==> src/rtl/mem_arbiter_pkg.sv <==
// Shared types and constants for the instruction/data memory arbiter.
package mem_arbiter_pkg;

  typedef enum logic [1:0] {
    IDLE  = 2'd0,
    IBUSY = 2'd1,
    DBUSY = 2'd2
  } arb_state_t;

  localparam logic [1:0] DW_NONE = 2'd0;
  localparam logic [1:0] DW_BYTE = 2'd1;
  localparam logic [1:0] DW_HALF = 2'd2;
  localparam logic [1:0] DW_WORD = 2'd3;

  typedef logic [3:0] strobe_t;

  localparam strobe_t STROBE_ALL = 4'hF;

  // Clear the byte offset so the memory only ever sees word addresses.
  function automatic logic [31:0] word_addr(input logic [31:0] addr);
    return {addr[31:2], 2'b00};
  endfunction

endpackage

==> src/rtl/mem_arbiter_if.sv <==
// Requester and memory-side signals of the arbiter, bundled as one interface.
// slave: the arbiter's view. master: the environment (requesters + memory).
interface mem_arbiter_if;
  import mem_arbiter_pkg::*;

  logic        iren;
  logic [31:0] iaddr;
  logic        iwait;
  logic [31:0] iload;

  logic        dren;
  logic [1:0]  dwen;
  logic [31:0] daddr;
  logic [31:0] dstore;
  logic        dwait;
  logic [31:0] dload;
  logic        dfault;

  logic        ram_ren;
  logic        ram_wen;
  strobe_t     ram_strobe;
  logic [31:0] ram_addr;
  logic [31:0] ram_store;
  logic [31:0] ram_load;
  logic        ram_ready;

  modport slave (
    input  iren, iaddr, dren, dwen, daddr, dstore, ram_load, ram_ready,
    output iwait, iload, dwait, dload, dfault,
           ram_ren, ram_wen, ram_strobe, ram_addr, ram_store
  );

  modport master (
    output iren, iaddr, dren, dwen, daddr, dstore, ram_load, ram_ready,
    input  iwait, iload, dwait, dload, dfault,
           ram_ren, ram_wen, ram_strobe, ram_addr, ram_store
  );

endinterface

==> src/rtl/mem_arbiter_store_align.sv <==
// Store lane alignment: byte enables, replicated store data and misalignment flag.
module store_align
  import mem_arbiter_pkg::*;
(
  input  logic [1:0]  dwen_i,
  input  logic [1:0]  addr_lo_i,
  input  logic [31:0] dstore_i,
  output strobe_t     strobe_o,
  output logic [31:0] store_o,
  output logic        misalign_o
);

  // Replicate the right-justified data so every candidate lane carries it.
  always_comb begin
    strobe_o   = '0;
    store_o    = '0;
    misalign_o = 1'b0;
    case (dwen_i)
      DW_BYTE: begin
        strobe_o = strobe_t'(4'b0001 << addr_lo_i);
        store_o  = {4{dstore_i[7:0]}};
      end
      DW_HALF: begin
        strobe_o   = strobe_t'(4'b0011 << addr_lo_i);
        store_o    = {2{dstore_i[15:0]}};
        misalign_o = addr_lo_i[0];
      end
      DW_WORD: begin
        strobe_o   = STROBE_ALL;
        store_o    = dstore_i;
        misalign_o = (addr_lo_i != 2'b00);
      end
      default: ;
    endcase
  end

endmodule

==> src/rtl/mem_arbiter.sv <==
// Arbitrates one single-port memory between instruction fetch and data access.
// Data has priority; a streak counter forces a fetch after DATA_STREAK
// consecutive data grants made while fetch was waiting.
//
//   state | meaning
//   IDLE  | arbitration cycle, no bus access, faulty data requests flagged
//   IBUSY | fetch owns the bus until ram_ready
//   DBUSY | data read/write owns the bus until ram_ready
module mem_arbiter
  import mem_arbiter_pkg::*;
#(
  parameter int unsigned DATA_STREAK = 4
) (
  input  logic           clk,
  input  logic           nrst,
  mem_arbiter_if.slave   bus
);

  localparam logic [3:0] STREAK_MAX = DATA_STREAK[3:0];

  arb_state_t  state_q, state_d;
  logic [3:0]  streak_q, streak_d;
  logic [31:0] addr_q, addr_d;
  strobe_t     strobe_q, strobe_d;
  logic [31:0] store_q, store_d;
  logic        wr_q, wr_d;

  strobe_t     sa_strobe;
  logic [31:0] sa_store;
  logic        sa_misalign;

  logic        d_valid;
  logic        d_fault;

  logic        iwait, dwait, dfault;
  logic [31:0] iload, dload;
  logic        ram_ren, ram_wen;
  strobe_t     ram_strobe;
  logic [31:0] ram_addr, ram_store;

  store_align u_store_align (
    .dwen_i     (bus.dwen),
    .addr_lo_i  (bus.daddr[1:0]),
    .dstore_i   (bus.dstore),
    .strobe_o   (sa_strobe),
    .store_o    (sa_store),
    .misalign_o (sa_misalign)
  );

  assign d_valid = bus.dren | (bus.dwen != DW_NONE);
  assign d_fault = (bus.dren & (bus.dwen != DW_NONE)) | sa_misalign;

  // Next-state, request latching, streak update and all bus/requester outputs.
  always_comb begin
    state_d    = state_q;
    streak_d   = streak_q;
    addr_d     = addr_q;
    strobe_d   = strobe_q;
    store_d    = store_q;
    wr_d       = wr_q;
    iwait      = bus.iren;
    dwait      = d_valid;
    dfault     = 1'b0;
    iload      = '0;
    dload      = '0;
    ram_ren    = 1'b0;
    ram_wen    = 1'b0;
    ram_strobe = '0;
    ram_addr   = '0;
    ram_store  = '0;

    case (state_q)
      IDLE: begin
        dfault = nrst & d_fault;
        dwait  = d_valid & ~dfault;
        if (!bus.iren) streak_d = '0;
        if (dfault) begin
          // A rejected data request also blocks fetch for this cycle.
        end else if (bus.iren && streak_q == STREAK_MAX) begin
          state_d  = IBUSY;
          streak_d = '0;
          addr_d   = word_addr(bus.iaddr);
          strobe_d = STROBE_ALL;
          store_d  = '0;
          wr_d     = 1'b0;
        end else if (d_valid) begin
          state_d  = DBUSY;
          if (bus.iren && streak_q != STREAK_MAX) streak_d = streak_q + 4'd1;
          addr_d   = word_addr(bus.daddr);
          strobe_d = bus.dren ? STROBE_ALL : sa_strobe;
          store_d  = bus.dren ? 32'h0 : sa_store;
          wr_d     = ~bus.dren;
        end else if (bus.iren) begin
          state_d  = IBUSY;
          streak_d = '0;
          addr_d   = word_addr(bus.iaddr);
          strobe_d = STROBE_ALL;
          store_d  = '0;
          wr_d     = 1'b0;
        end
      end

      IBUSY: begin
        ram_ren    = 1'b1;
        ram_strobe = strobe_q;
        ram_addr   = addr_q;
        iwait      = ~bus.ram_ready;
        if (bus.ram_ready) begin
          iload   = bus.ram_load;
          state_d = IDLE;
        end
      end

      DBUSY: begin
        ram_ren    = ~wr_q;
        ram_wen    = wr_q;
        ram_strobe = strobe_q;
        ram_addr   = addr_q;
        ram_store  = store_q;
        dwait      = ~bus.ram_ready;
        if (bus.ram_ready) begin
          dload   = bus.ram_load;
          state_d = IDLE;
        end
      end

      default: state_d = IDLE;
    endcase
  end

  // State and latched request; reset abandons any in-flight access.
  always_ff @(posedge clk) begin
    if (!nrst) begin
      state_q  <= IDLE;
      streak_q <= '0;
      addr_q   <= '0;
      strobe_q <= '0;
      store_q  <= '0;
      wr_q     <= 1'b0;
    end else begin
      state_q  <= state_d;
      streak_q <= streak_d;
      addr_q   <= addr_d;
      strobe_q <= strobe_d;
      store_q  <= store_d;
      wr_q     <= wr_d;
    end
  end

  assign bus.iwait      = iwait;
  assign bus.iload      = iload;
  assign bus.dwait      = dwait;
  assign bus.dload      = dload;
  assign bus.dfault     = dfault;
  assign bus.ram_ren    = ram_ren;
  assign bus.ram_wen    = ram_wen;
  assign bus.ram_strobe = ram_strobe;
  assign bus.ram_addr   = ram_addr;
  assign bus.ram_store  = ram_store;

endmodule

==> src/flat_wrapper.sv <==
// flat-port wrapper written by rule: the top's interface ports become plain ports
module mem_arbiter_flat import mem_arbiter_pkg::*;
#(
  parameter int unsigned DATA_STREAK = 4
)
  (clk, nrst, bus_iren, bus_iaddr, bus_dren, bus_dwen, bus_daddr, bus_dstore, bus_ram_load, bus_ram_ready, bus_iwait, bus_iload, bus_dwait, bus_dload, bus_dfault, bus_ram_ren, bus_ram_wen, bus_ram_strobe, bus_ram_addr, bus_ram_store);
  mem_arbiter_if bus_i ();
  input  logic clk;
  input  logic nrst;
  input wire logic [$bits(bus_i.iren)-1:0] bus_iren;
  input wire logic [$bits(bus_i.iaddr)-1:0] bus_iaddr;
  input wire logic [$bits(bus_i.dren)-1:0] bus_dren;
  input wire logic [$bits(bus_i.dwen)-1:0] bus_dwen;
  input wire logic [$bits(bus_i.daddr)-1:0] bus_daddr;
  input wire logic [$bits(bus_i.dstore)-1:0] bus_dstore;
  input wire logic [$bits(bus_i.ram_load)-1:0] bus_ram_load;
  input wire logic [$bits(bus_i.ram_ready)-1:0] bus_ram_ready;
  output wire logic [$bits(bus_i.iwait)-1:0] bus_iwait;
  output wire logic [$bits(bus_i.iload)-1:0] bus_iload;
  output wire logic [$bits(bus_i.dwait)-1:0] bus_dwait;
  output wire logic [$bits(bus_i.dload)-1:0] bus_dload;
  output wire logic [$bits(bus_i.dfault)-1:0] bus_dfault;
  output wire logic [$bits(bus_i.ram_ren)-1:0] bus_ram_ren;
  output wire logic [$bits(bus_i.ram_wen)-1:0] bus_ram_wen;
  output wire logic [$bits(bus_i.ram_strobe)-1:0] bus_ram_strobe;
  output wire logic [$bits(bus_i.ram_addr)-1:0] bus_ram_addr;
  output wire logic [$bits(bus_i.ram_store)-1:0] bus_ram_store;
  assign bus_i.iren = bus_iren;
  assign bus_i.iaddr = bus_iaddr;
  assign bus_i.dren = bus_dren;
  assign bus_i.dwen = bus_dwen;
  assign bus_i.daddr = bus_daddr;
  assign bus_i.dstore = bus_dstore;
  assign bus_i.ram_load = bus_ram_load;
  assign bus_i.ram_ready = bus_ram_ready;
  assign bus_iwait = bus_i.iwait;
  assign bus_iload = bus_i.iload;
  assign bus_dwait = bus_i.dwait;
  assign bus_dload = bus_i.dload;
  assign bus_dfault = bus_i.dfault;
  assign bus_ram_ren = bus_i.ram_ren;
  assign bus_ram_wen = bus_i.ram_wen;
  assign bus_ram_strobe = bus_i.ram_strobe;
  assign bus_ram_addr = bus_i.ram_addr;
  assign bus_ram_store = bus_i.ram_store;
  mem_arbiter #(.DATA_STREAK(DATA_STREAK)) u_core (.clk(clk), .nrst(nrst), .bus(bus_i));
endmodule
==> config.mk <==
export PLATFORM = sky130hd
export DESIGN_NAME = mem_arbiter_flat
export DESIGN_NICKNAME = d
export VERILOG_FILES = /design/src/rtl/mem_arbiter_pkg.sv /design/src/rtl/mem_arbiter_if.sv /design/src/rtl/mem_arbiter_store_align.sv /design/src/rtl/mem_arbiter.sv /design/src/flat_wrapper.sv
export SDC_FILE = /design/constraint.sdc
export NUM_CORES = 1
export LEC_CHECK = 0
export CORE_UTILIZATION = 30
export DETAILED_ROUTE_END_ITERATION = 8
export PLACE_DENSITY = 0.74
export SYNTH_ARGS = -nofsm -noshare
export SYNTH_HDL_FRONTEND = slang
export SYNTH_SLANG_ARGS = --single-unit
==> constraint.sdc <==
create_clock -name clk -period 2.1 [get_ports clk]
set_input_delay 0.42 -clock clk [delete_from_list [all_inputs] [get_ports clk]]
set_output_delay 0.42 -clock clk [all_outputs]
set_load 0.005 [all_outputs]
Word level (Yosys, flattened, before mapping)
Cells that the tools add are included.

Flip-flop bits (word level): 75. Bits in latches: 0. Memory bits (writable): 0. Bits in read-only memories: 0. Bits of input ports: 135. Logic and storage cells: 77. Memories: 0.

Add/subtract/negate cells: 1. Multipliers: 0. Divide/modulo/power cells: 0. Magnitude comparators: 0. Equal/unequal tests: 10. Shift operators: 2. Multiplexer cells: 40. Bitwise gates (word level): 9. Reduce and logical (&&, ||, !) cells: 9.

Operator list (count): $mux 32 (12); $pmux 32 s3 (1); $mux 4 (11); $pmux 4 s3 (1); $mux 2 (5); $eq 2x2->1 const B (3); $mux 1 (6); $pmux 1 s2 (3); $reduce_and 3->1 (2); $add 4x1->4 const B (1); $eq 2x1->1 const B (2); $eq 4x3->1 const B (1); $ne 4x2->1 const B (1); $ne 4x3->1 const B (1); $not 1->1 (4); $pmux 2 s2 (1); $reduce_bool 2->1 (2); $shl 1x2->4 const A (1); $shl 2x2->4 const A (1); $and 1x1->1 (3); $reduce_bool 3->1 (1); $logic_and 1x1->1 (2); $logic_not 2->1 (1); $ne 2x1->1 const B (1); 3 further kinds (4).

Longest topological paths before layout
Gate-level depths: netlist of run 1.

Depth after elaboration: 7. Mapped depth: 9. Depth with buffers taken out: 6.

By module
Synthesis of run 1 repeated with hierarchy kept, for this count alone.

Cell total of the unflattened synthesis: 542. Area, all modules: 4518.1 µm².

By module, submodules not included: mem_arbiter (times used 1, cells each 450, area an instance 3940.0 µm²); store_align (times used 1, cells each 92, area an instance 578.1 µm²).

Worst setup path after synthesis of run 1
OpenSTA, ideal clock, no wires.

Path kind: in2reg. From: in bus_dwen[1]. To: reg u_core.store_q[24]. Arrival: 2.096 ns. Required time: 1.978 ns. Path slack: -0.118 ns. Stages: 9. Buffers on the path: 3. Cells stage by stage: clkbuf_1 -> inv_1 -> ha_1 -> nand2b_1 -> o21ai_0 -> o31a_2 -> buf_2 -> buf_2 -> o2bb2ai_2.

Word-level cells in the longest chain between the ends: 6.

RTL lines: start: declaration (line flat_wrapper.sv:13) `input wire logic [$bits(bus_i.dwen)-1:0] bus_dwen;`; $eq 2x2->1 / $reduce_bool 2->1 (equally long branches) (line mem_arbiter_store_align.sv:18, mem_arbiter.sv:50, mem_arbiter.sv:51); $pmux 1 s2 / $and 1x1->1 (equally long branches) (line mem_arbiter_store_align.sv:18, mem_arbiter.sv:51); $or 1x1->1 (line mem_arbiter.sv:51) `assign d_fault = (bus.dren & (bus.dwen != DW_NONE)) | sa_misalign;`; $and 1x1->1 (line mem_arbiter.sv:74) `dfault = nrst & d_fault;`; $not 1->1 (no line); $reduce_and 3->1 (no line); end signal: assignment (line mem_arbiter.sv:145) `store_q <= store_d;`; end: declaration (line mem_arbiter.sv:25) `logic [31:0] store_q, store_d;`.

Parallel ways exist; a longest one is shown, timed or not. A chain may end at the register's enable or synchronous reset.

Worst setup path after layout of run 1
From: reg u_core.state_q[1]. To: out bus_ram_store[27].

Word-level cells in the longest chain between the ends: 2.

RTL lines: start: declaration (line mem_arbiter.sv:21) `arb_state_t state_q, state_d;`; start signal: assignment (line mem_arbiter.sv:141) `state_q <= state_d;`; $eq 2x2->1 (line mem_arbiter.sv:72) `case (state_q)`; $mux 32 (line mem_arbiter.sv:72); end: declaration (line flat_wrapper.sv:27) `output wire logic [$bits(bus_i.ram_store)-1:0] bus_ram_store;`.

No other way between the ends.

==> metrics.md, run 1 <==
| Metric | Value |
|---|---|
| Status | `finished with violations` |
| Failing checks | `negative setup slack` |
| Vias in the first global route | `5040` |
| Pin count of the biggest net entering global routing | `36` |
| Worst hold stages | `1` |
| Layout fillers | `1179` |
| IO buf count | `267` |
| First-pass GRT wire length | `25.7 mm` |
| DR vias | `between 5000 and 6000` |
| Synth-to-Final Area Change | `84.9%` |
| Clock sink count | `between 70 and 80` |
| Clock Path Buffers | `2` |
| Clk_lat worst skew | `roughly 330 ps` |
| Flop2flop setup slack | `210 ps` |
| Cell variety after synth | `50` |
| Total power draw | `4.46 mW` |
| Worst setup margin | `-10.1 ps` |
| Reg power frac | `0.344` |
| Root Driver | `clkbuf_16` |
| Slowest CP cell | `dfxtp_2` |
| Leak | `3.83 nW` |
| Ys async rst share | `0` |
| CP startpoint kind | `register` |
| Gpl congestion | `0.831` |
| Post-DP HPWL | `12.4 mm` |
| Critical path data arrival time | `1690 ps` |
| Placed cells | `roughly 920` |
| CORE AREA | `14100 um^2` |
| Reg2reg start | `u_core.streak_q[1]$_SDFFE_PN0P_` |
| Post-DR wirelength/cell | `18.4 um` |
| Peak supply drop | `0.000380 V` |
| Fin. Hold Viols | `0` |
| Switching share of power | `0.281` |
| GR Overflow Total | `0` |
| Fin area | `8160 um^2` |
| MaxCap Viol Count | `0` |
| Hold endpoint | `u_core.addr_q[7]$_SDFFE_PN0P_` |
| Logic pwr share | `0.313` |
| Post-synthesis sequential area ratio | `0.331` |
| Max Fclk | `474 MHz` |
| HP Start | `u_core.addr_q[7]$_SDFFE_PN0P_` |
| Final Non-Filler Cells | `969` |
| Chip height | `123 um` |
| Area occupied by registers | `~1500 um^2` |
| Setup Skew | `~4.9 ps` |
| I/O pins | `272` |
| Antenna violations before repair | `0` |
| Req. time, crit path | `1680 ps` |
| Crit Path Class | `reg2out` |
| Final Max Slew Viols | `0` |
| CTS tree | `built` |
| Slowest Stage Delay on Critical Path | `330 ps` |
| Tot GR Track Use | `0.221` |
| DR DRC count | `0` |
| Post-synth EDFFs | `0` |
| Routed WL | `~18 mm` |
| Tightest Hold Check Type | `reg2reg` |
| CP cell instances | `buf_6 > ha_4 > buf_4 > clkbuf_16 > and2_1 > dlygate4sd2_1` |
| Post-place setup slack | `-728 ps` |
| Tcrit/Tclk final | `1.00` |
| Width of the die | `123 um` |
| # hold bufs at CTS | `0` |
| Share of cells above drive strength 1 | `0.285` |
| Int Power | `3.20 mW` |
| Synth Cell Area | `4410 um^2` |
| RSZ-0062 raised after global routing | `true` |
| Multi-input logic area | `2820 um^2` |
| Clock slew at reported path FFs | `60 ps` |
| Main synth FF type | `dfxtp_1` |
| Critical Path End Type | `output pin` |
| Clk pwr share | `0.343` |
| Final setup vio count | `2` |
| DRT Pass-1 Iters | `5` |
| TritonCTS Buffers | `9` |
| Final hold slack | `453 ps` |
| Power per standard cell area | `546 nW/um^2` |
| DP Area | `about 7600 um^2` |
| Post-Syn Instances | `around 470` |
| Synthesized flop and latch total | `73` |
| DIE AREA | `15200 um^2` |
| Yosys warnings | `0` |
| Row count | `43` |
| H-Tree Depth | `3` |
| Sw power | `roughly 1.3 mW` |
| Reg2Reg Capture Point | `u_core.store_q[13]$_SDFFE_PN0P_` |
| Final ANT Viol Nets | `0` |
| Final nets | `930` |
| N_diodes | `0` |
| Tmin final | `2110 ps` |
| Mapped Avg Cell Area | `9.43 um^2` |
| Starting Density | `0.313` |
| Critical path buffer and inverter count | `4` |
| Worst r2r path cells | `7` |
| CP max FO | `6` |
| Delay-heaviest family, CP | `buffers and inverters` |
| Via/cell ratio | `roughly 5.2` |
| DR iter-0 viols | `~290` |
## area by class of cell
class | count | share of cell area
Clock inverter | 7 | 0.00859
Multi-Input combinational cell | 338 | 0.345
Tap cell | 180 | 0.0276
Clock buffer | 9 | 0.0276
Inverter | 10 | 0.00521
Sequential cell | 73 | 0.179
Timing Repair Buffer | 352 | 0.407
## registers in the layout (all words and copies together) (netlist names)
register         cells
u_core.addr_q       30
u_core.state_q       2
u_core.store_q      32
u_core.streak_q      4
u_core.strobe_q      4
u_core.wr_q          1
## worst max path at each step
stage                                               from                         endpoint  depth (start not counted)
after floorplan                              bus_dwen[1]  u_core.store_q[18]$_SDFFE_PN0P_                          9
final                     u_core.state_q[1]$_SDFFE_PN0P_                bus_ram_store[27]                          6
after CTS                 u_core.state_q[0]$_SDFFE_PN0P_                bus_ram_strobe[3]                          5
after global routing      u_core.state_q[1]$_SDFFE_PN0P_                bus_ram_store[12]                          6
after global placement                       bus_dwen[0]                        bus_dwait                          7
after detailed placement                     bus_dwen[0]                        bus_dwait                          7
## cells in the final DEF (no fill, tap or decap), types with 6 or more instances in the layout
| cell | netlist | layout |
|---|---|---|
| clkdlybuf4s50_1 | 0 | 126 |
| dfxtp_1 | 73 | 71 |
| and2_1 | 69 | 68 |
| clkbuf_2 | 1 | 59 |
| and3_1 | 65 | 58 |
| buf_4 | 2 | 49 |
| o2bb2ai_1 | 35 | 35 |
| clkdlybuf4s15_1 | 0 | 32 |
| mux2i_1 | 30 | 30 |
| dlygate4sd2_1 | 0 | 30 |
| o2bb2ai_2 | 19 | 19 |
| buf_6 | 2 | 18 |
| a22oi_1 | 16 | 16 |
| buf_12 | 2 | 13 |
| clkbuf_16 | 0 | 11 |
| a22o_1 | 10 | 10 |
| buf_2 | 8 | 9 |
| a222oi_1 | 8 | 8 |
| dlymetal6s2s_1 | 0 | 8 |
| and3_4 | 0 | 7 |
| ha_4 | 0 | 7 |
| inv_1 | 10 | 6 |
| nor2b_1 | 7 | 6 |
| nand2_1 | 7 | 6 |
| o21ai_0 | 7 | 6 |
## kinds of logic (layout without fill, tap and decap cells)
| kind of cell | Yosys count | after routing | synth area share |
|---|---|---|---|
| AO/OA/AOI/OAI | 120 | 120 | 0.260 |
| adder cells (fa/ha/maj) | 11 | 11 | 0.0312 |
| buffers and inverters | 58 | 378 | 0.0643 |
| flip-flops | 73 | 73 | 0.331 |
| multiplexers | 31 | 31 | 0.0706 |
| other | 1 | 2 | 0.000850 |
| AND/OR/NAND/NOR | 174 | 174 | 0.242 |
## worst register-to-register path, cell delays in order (launching register included)
cell       delay, ps
dfxtp_1          390
inv_1             80
ha_1             200
nand4b_1         180
nand2_1          110
or4_4            510
buf_12           190
o2bb2ai_1        160
## synthesized netlist by cell type (3+ instances only)
| master | instances | area [um^2] |
|---|---|---|
| nor3_1 | 3 | 15.0 |
| a222oi_1 | 8 | 80.1 |
| nor2_1 | 4 | 15.0 |
| o2bb2ai_1 | 35 | 307 |
| nand2_1 | 7 | 26.3 |
| o31ai_1 | 3 | 22.5 |
| nor4_1 | 3 | 18.8 |
| buf_2 | 8 | 40.0 |
| nand3_1 | 3 | 15.0 |
| clkbuf_1 | 31 | 116 |
| o21ai_0 | 7 | 35.0 |
| and3_1 | 65 | 407 |
| a21oi_1 | 4 | 20.0 |
| and2_1 | 69 | 432 |
| dfxtp_1 | 73 | 1460 |
| nand2b_1 | 3 | 18.8 |
| a22o_1 | 10 | 87.6 |
| a22oi_1 | 16 | 120 |
| nor2b_1 | 7 | 43.8 |
| ha_1 | 11 | 138 |
| mux2i_1 | 30 | 300 |
| o2bb2ai_2 | 19 | 285 |
| inv_1 | 10 | 37.5 |
## power by group through the flow
stage / combinational (mW) / sequential [mW] / clock, mW
final: 1.40 / 1.53 / 1.53
after global routing: 1.49 / 1.54 / 1.64
after CTS: 1.33 / 1.53 / 1.57
after detailed placement: 1.16 / 1.56 / 0
after global placement: 1.14 / 1.56 / 0
after floorplan: 0.489 / 1.54 / 0
## timing repair
item	CTS	global route
resized for setup	245	135
pin swaps	2	3
setup endpoints to repair	205	78
buffers inserted	16	8
cloned	9	2
## stage by stage
step	utilization	setup TNS [ps]
2_1_floorplan	-	0
3_3_place_gp	0.538	-45950
3_5_place_dp	0.538	-51410
4_1_cts	0.581	-1180
5_1_grt	0.579	-1100
6_report	0.579	-15.5
## routing by layer
layer | wire length, um | up-vias | GRT usage
met5 | 0 | - | 0
met4 | 238 | 0 | 0.0791
met3 | 1580 | 22 | 0.0494
met2 | 9460 | 263 | 0.418
met1 | 6530 | 2395 | 0.239
li1 | - | 2370 | -
Note: power is estimated with default switching activity, not from simulation.
==> run 2, diff against run 1 <==
--- a/config.mk
+++ b/config.mk
@@ -6,6 +6,7 @@
 export NUM_CORES = 1
 export LEC_CHECK = 0
 export CORE_UTILIZATION = 30
+export CTS_CLUSTER_SIZE = 25
 export DETAILED_ROUTE_END_ITERATION = 8
 export PLACE_DENSITY = 0.74
 export SYNTH_ARGS = -nofsm -noshare
==> results of run 2 <==
Final layout, timing and power as in run 1 (identical DEF).
==> run 3, diff against run 2 <==
--- a/config.mk
+++ b/config.mk
@@ -9,6 +9,7 @@
 export CTS_CLUSTER_SIZE = 25
 export DETAILED_ROUTE_END_ITERATION = 8
 export PLACE_DENSITY = 0.74
+export SETUP_SLACK_MARGIN = 0.2
 export SYNTH_ARGS = -nofsm -noshare
 export SYNTH_HDL_FRONTEND = slang
 export SYNTH_SLANG_ARGS = --single-unit
==> metrics.md, run 3 (same netlist as run 1, synthesis figures left out) <==
| Metric | Value |
|---|---|
| N_diodes | `0 (unchanged)` |
| DR DRC count | `0 (unchanged)` |
| TritonCTS Buffers | `9 (unchanged)` |
| Tcrit/Tclk final | `0.989 (-0.0157)` |
| Antenna violations before repair | `0 (unchanged)` |
| Setup tns final | `0 ps (+15.5 ps)` |
| Tmin final | `2080 ps (-32.9 ps)` |
| Clock slew at reported path FFs | `60 ps (about the same)` |
| Pin count of the biggest net entering global routing | `35 (-2.8%)` |
| Critical path launch point | `u_core.state_q[0]$_SDFFE_PN0P_` |
| Final hold slack | `459 ps (+6.50 ps)` |
| Fin area | `9110 um^2 (+12%)` |
| Starting Density | `0.313 (unchanged)` |
| Post-DR wirelength/cell | `19.7 um (+7.4%)` |
| Worst-Margin Slew | `592 ps` |
| Chip height | `123 um (unchanged)` |
| Critical Path End Type | `output pin` |
| HP Start | `u_core.addr_q[24]$_SDFFE_PN0P_` |
| DR vias | `5128 (+1.5%)` |
| Critical path data arrival time | `1660 ps (-30 ps)` |
| I/O pins | `272 (unchanged)` |
| Gpl congestion | `0.842 (+1.2%)` |
| First-pass GRT wire length | `25.8 mm (+0.27%)` |
| CTS tree | `built` |
| Share of cells above drive strength 1 | `0.480 (+0.195)` |
| Core Util, Final | `0.646 (+0.0671)` |
| H-Tree Depth | `3 (unchanged)` |
| Leak | `3.95 nW (+3.1%)` |
| Final ANT Viol Nets | `0 (unchanged)` |
| Root Driver | `clkbuf_16` |
| Slowest CP cell | `dfxtp_2` |
| CORE AREA | `14100 um^2 (unchanged)` |
| Synth-to-Final Area Change | `106%` |
| DP Area | `7550 um^2 (-0.41%)` |
| CP max FO | `7 (+1)` |
| Most frequent CP cell | `buf_6` |
| Final nets | `934 (+0.43%)` |
| Final setup vio count | `0 (-2)` |
| Power per standard cell area | `554 nW/um^2 (+1.3%)` |
| RSZ-0062 raised after global routing | `true` |
| Post-place setup slack | `-787 ps (-58.9 ps)` |
| Crit Path Class | `reg2out` |
| Via/cell ratio | `5.27 (+1.1%)` |
| Clock sink count | `73 (unchanged)` |
| Width of the die | `123 um (unchanged)` |
| Vias in the first global route | `5028 (-0.24%)` |
| Clk_lat worst skew | `340 ps (about the same)` |
| Flop2flop setup slack | `180 ps (-30 ps)` |
| Most common cell after layout, fill and taps aside | `clkdlybuf4s50_1` |
| Critical path capture point | `bus_ram_addr[10]` |
| Register bank with the most flops | `u_core.store_q` |
| DRT Pass-1 Iters | `5 (unchanged)` |
| Final Max Slew Viols | `0 (unchanged)` |
| Reg2Reg Capture Point | `u_core.store_q[25]$_SDFFE_PN0P_` |
| CP cell instances | `inv_2 > buf_6 > ha_4 > buf_16 > buf_6 > and2_1 > buf_2` |
| DR iter-0 viols | `216 (-24%)` |
| DIE AREA | `15200 um^2 (unchanged)` |
| Peak supply drop | `0.000396 V (+4.3%)` |
| Rel. slew slack | `0.605` |
| CP startpoint kind | `register` |
| Max FFs per register | `32 (unchanged)` |
| Reg2reg start | `u_core.state_q[0]$_SDFFE_PN0P_` |
| IO buf count | `267 (unchanged)` |
| Row count | `43 (unchanged)` |
| Worst r2r path cells | `8 (+1)` |
| Slowest Stage Delay on Critical Path | `330 ps (about the same)` |
| Clock Path Buffers | `2 (unchanged)` |
| MaxCap Viol Count | `0 (unchanged)` |
| Status | `complete, no violations` |
| Tightest Hold Check Type | `reg2reg` |
| Routed WL | `19.2 mm (+7.8%)` |
| Worst setup margin | `22.8 ps (+32.9 ps)` |
| Req. time, crit path | `1680 ps (about the same)` |
| # hold bufs at CTS | `0 (unchanged)` |
| Max Fclk | `481 MHz (+1.6%)` |
| Setup Skew | `6.67 ps (+1.74 ps)` |
| Tot GR Track Use | `0.222 (+0.000557)` |
| Largest registers | `u_core.store_q x32, u_core.addr_q x30` |
| Fin. Hold Viols | `0 (unchanged)` |
| Post-DP HPWL | `12.2 mm (-1.6%)` |
| Commonest non-fill, non-tap cells in the layout | `clkdlybuf4s50_1, buf_6, dfxtp_1` |
| GR Overflow Total | `0 (unchanged)` |
[run 3: cell types whose count changed in the layout (fill, tap and decap cells not counted), moves of 16 or more]
cell | previous run | this run
and2_4 | 1 | 66
clkdlybuf4s15_1 | 32 | 16
and3_4 | 7 | 24
and3_1 | 58 | 41
and2_1 | 68 | 3
clkbuf_2 | 59 | 26
dlygate4sd2_1 | 30 | 3
buf_6 | 18 | 96
[run 3: what timing repair did]
action | 4_1_cts | 5_1_grt
setup buffers | 19 | 11
gates resized for setup | 479 | 258
cloned | 8 | 4
pin swaps | 32 | 20
endpoints found under the setup margin | 208 | 184
[run 3: per-stage QoR]
stage                     power [mW]  std cells
after CTS                       4.82        958
after floorplan                 2.05        469
final                           5.04        973
after global placement          2.69        915
after global routing            5.23        973
after detailed placement        2.72        915
[run 3: final cells by class]
class / instances / area (um^2)
fill: 1041 / 4990
timing repair buffer: 356 / 3730
multi-input combinational: 338 / 3300
sequential: 73 / 1470
clock buffer: 9 / 225
tap: 180 / 225
clock inverter: 7 / 118
inverter: 10 / 47.5
[run 3: power breakdown]
group          internal, mW  total [mW]  switching (mW)  leakage [nW]
clock network          1.16        1.79           0.629         0.170
registers              1.48        1.55          0.0652         0.597
logic                  1.00        1.70           0.700          3.18
total                  3.65        5.04            1.39          3.95
[run 3: worst min-delay path by stage]
| stage | end | slack, ps | cells after the start |
|---|---|---|---|
| 2_1_floorplan | u_core.addr_q[10]$_SDFFE_PN0P_ | 420 | 1 |
| 3_3_place_gp | u_core.addr_q[11]$_SDFFE_PN0P_ | 440 | 1 |
| 3_5_place_dp | u_core.addr_q[24]$_SDFFE_PN0P_ | 440 | 1 |
| 4_1_cts | u_core.addr_q[24]$_SDFFE_PN0P_ | 460 | 1 |
| 5_1_grt | u_core.addr_q[30]$_SDFFE_PN0P_ | 490 | 1 |
| 6_report | u_core.addr_q[24]$_SDFFE_PN0P_ | 460 | 1 |
[run 3: critical path, delay by kind of cell, from the launching register on]
kind	cells	cell delay (ps)
DFF	1	330
buffers and inverters	5	560
and+or+nand+nor	1	140
adders and majority gates	1	280
[run 3: routing by layer]
| metal | wire, um | global-route usage | vias to the layer above | part of all wire |
|---|---|---|---|---|
| li1 | - | - | 2371 | - |
| met1 | 7080 | 0.233 | 2490 | 0.37 |
| met2 | 10400 | 0.419 | 238 | 0.54 |
| met3 | 1350 | 0.0503 | 29 | 0.070 |
| met4 | 420 | 0.0956 | 0 | 0.022 |
| met5 | 0 | 0 | - | 0 |
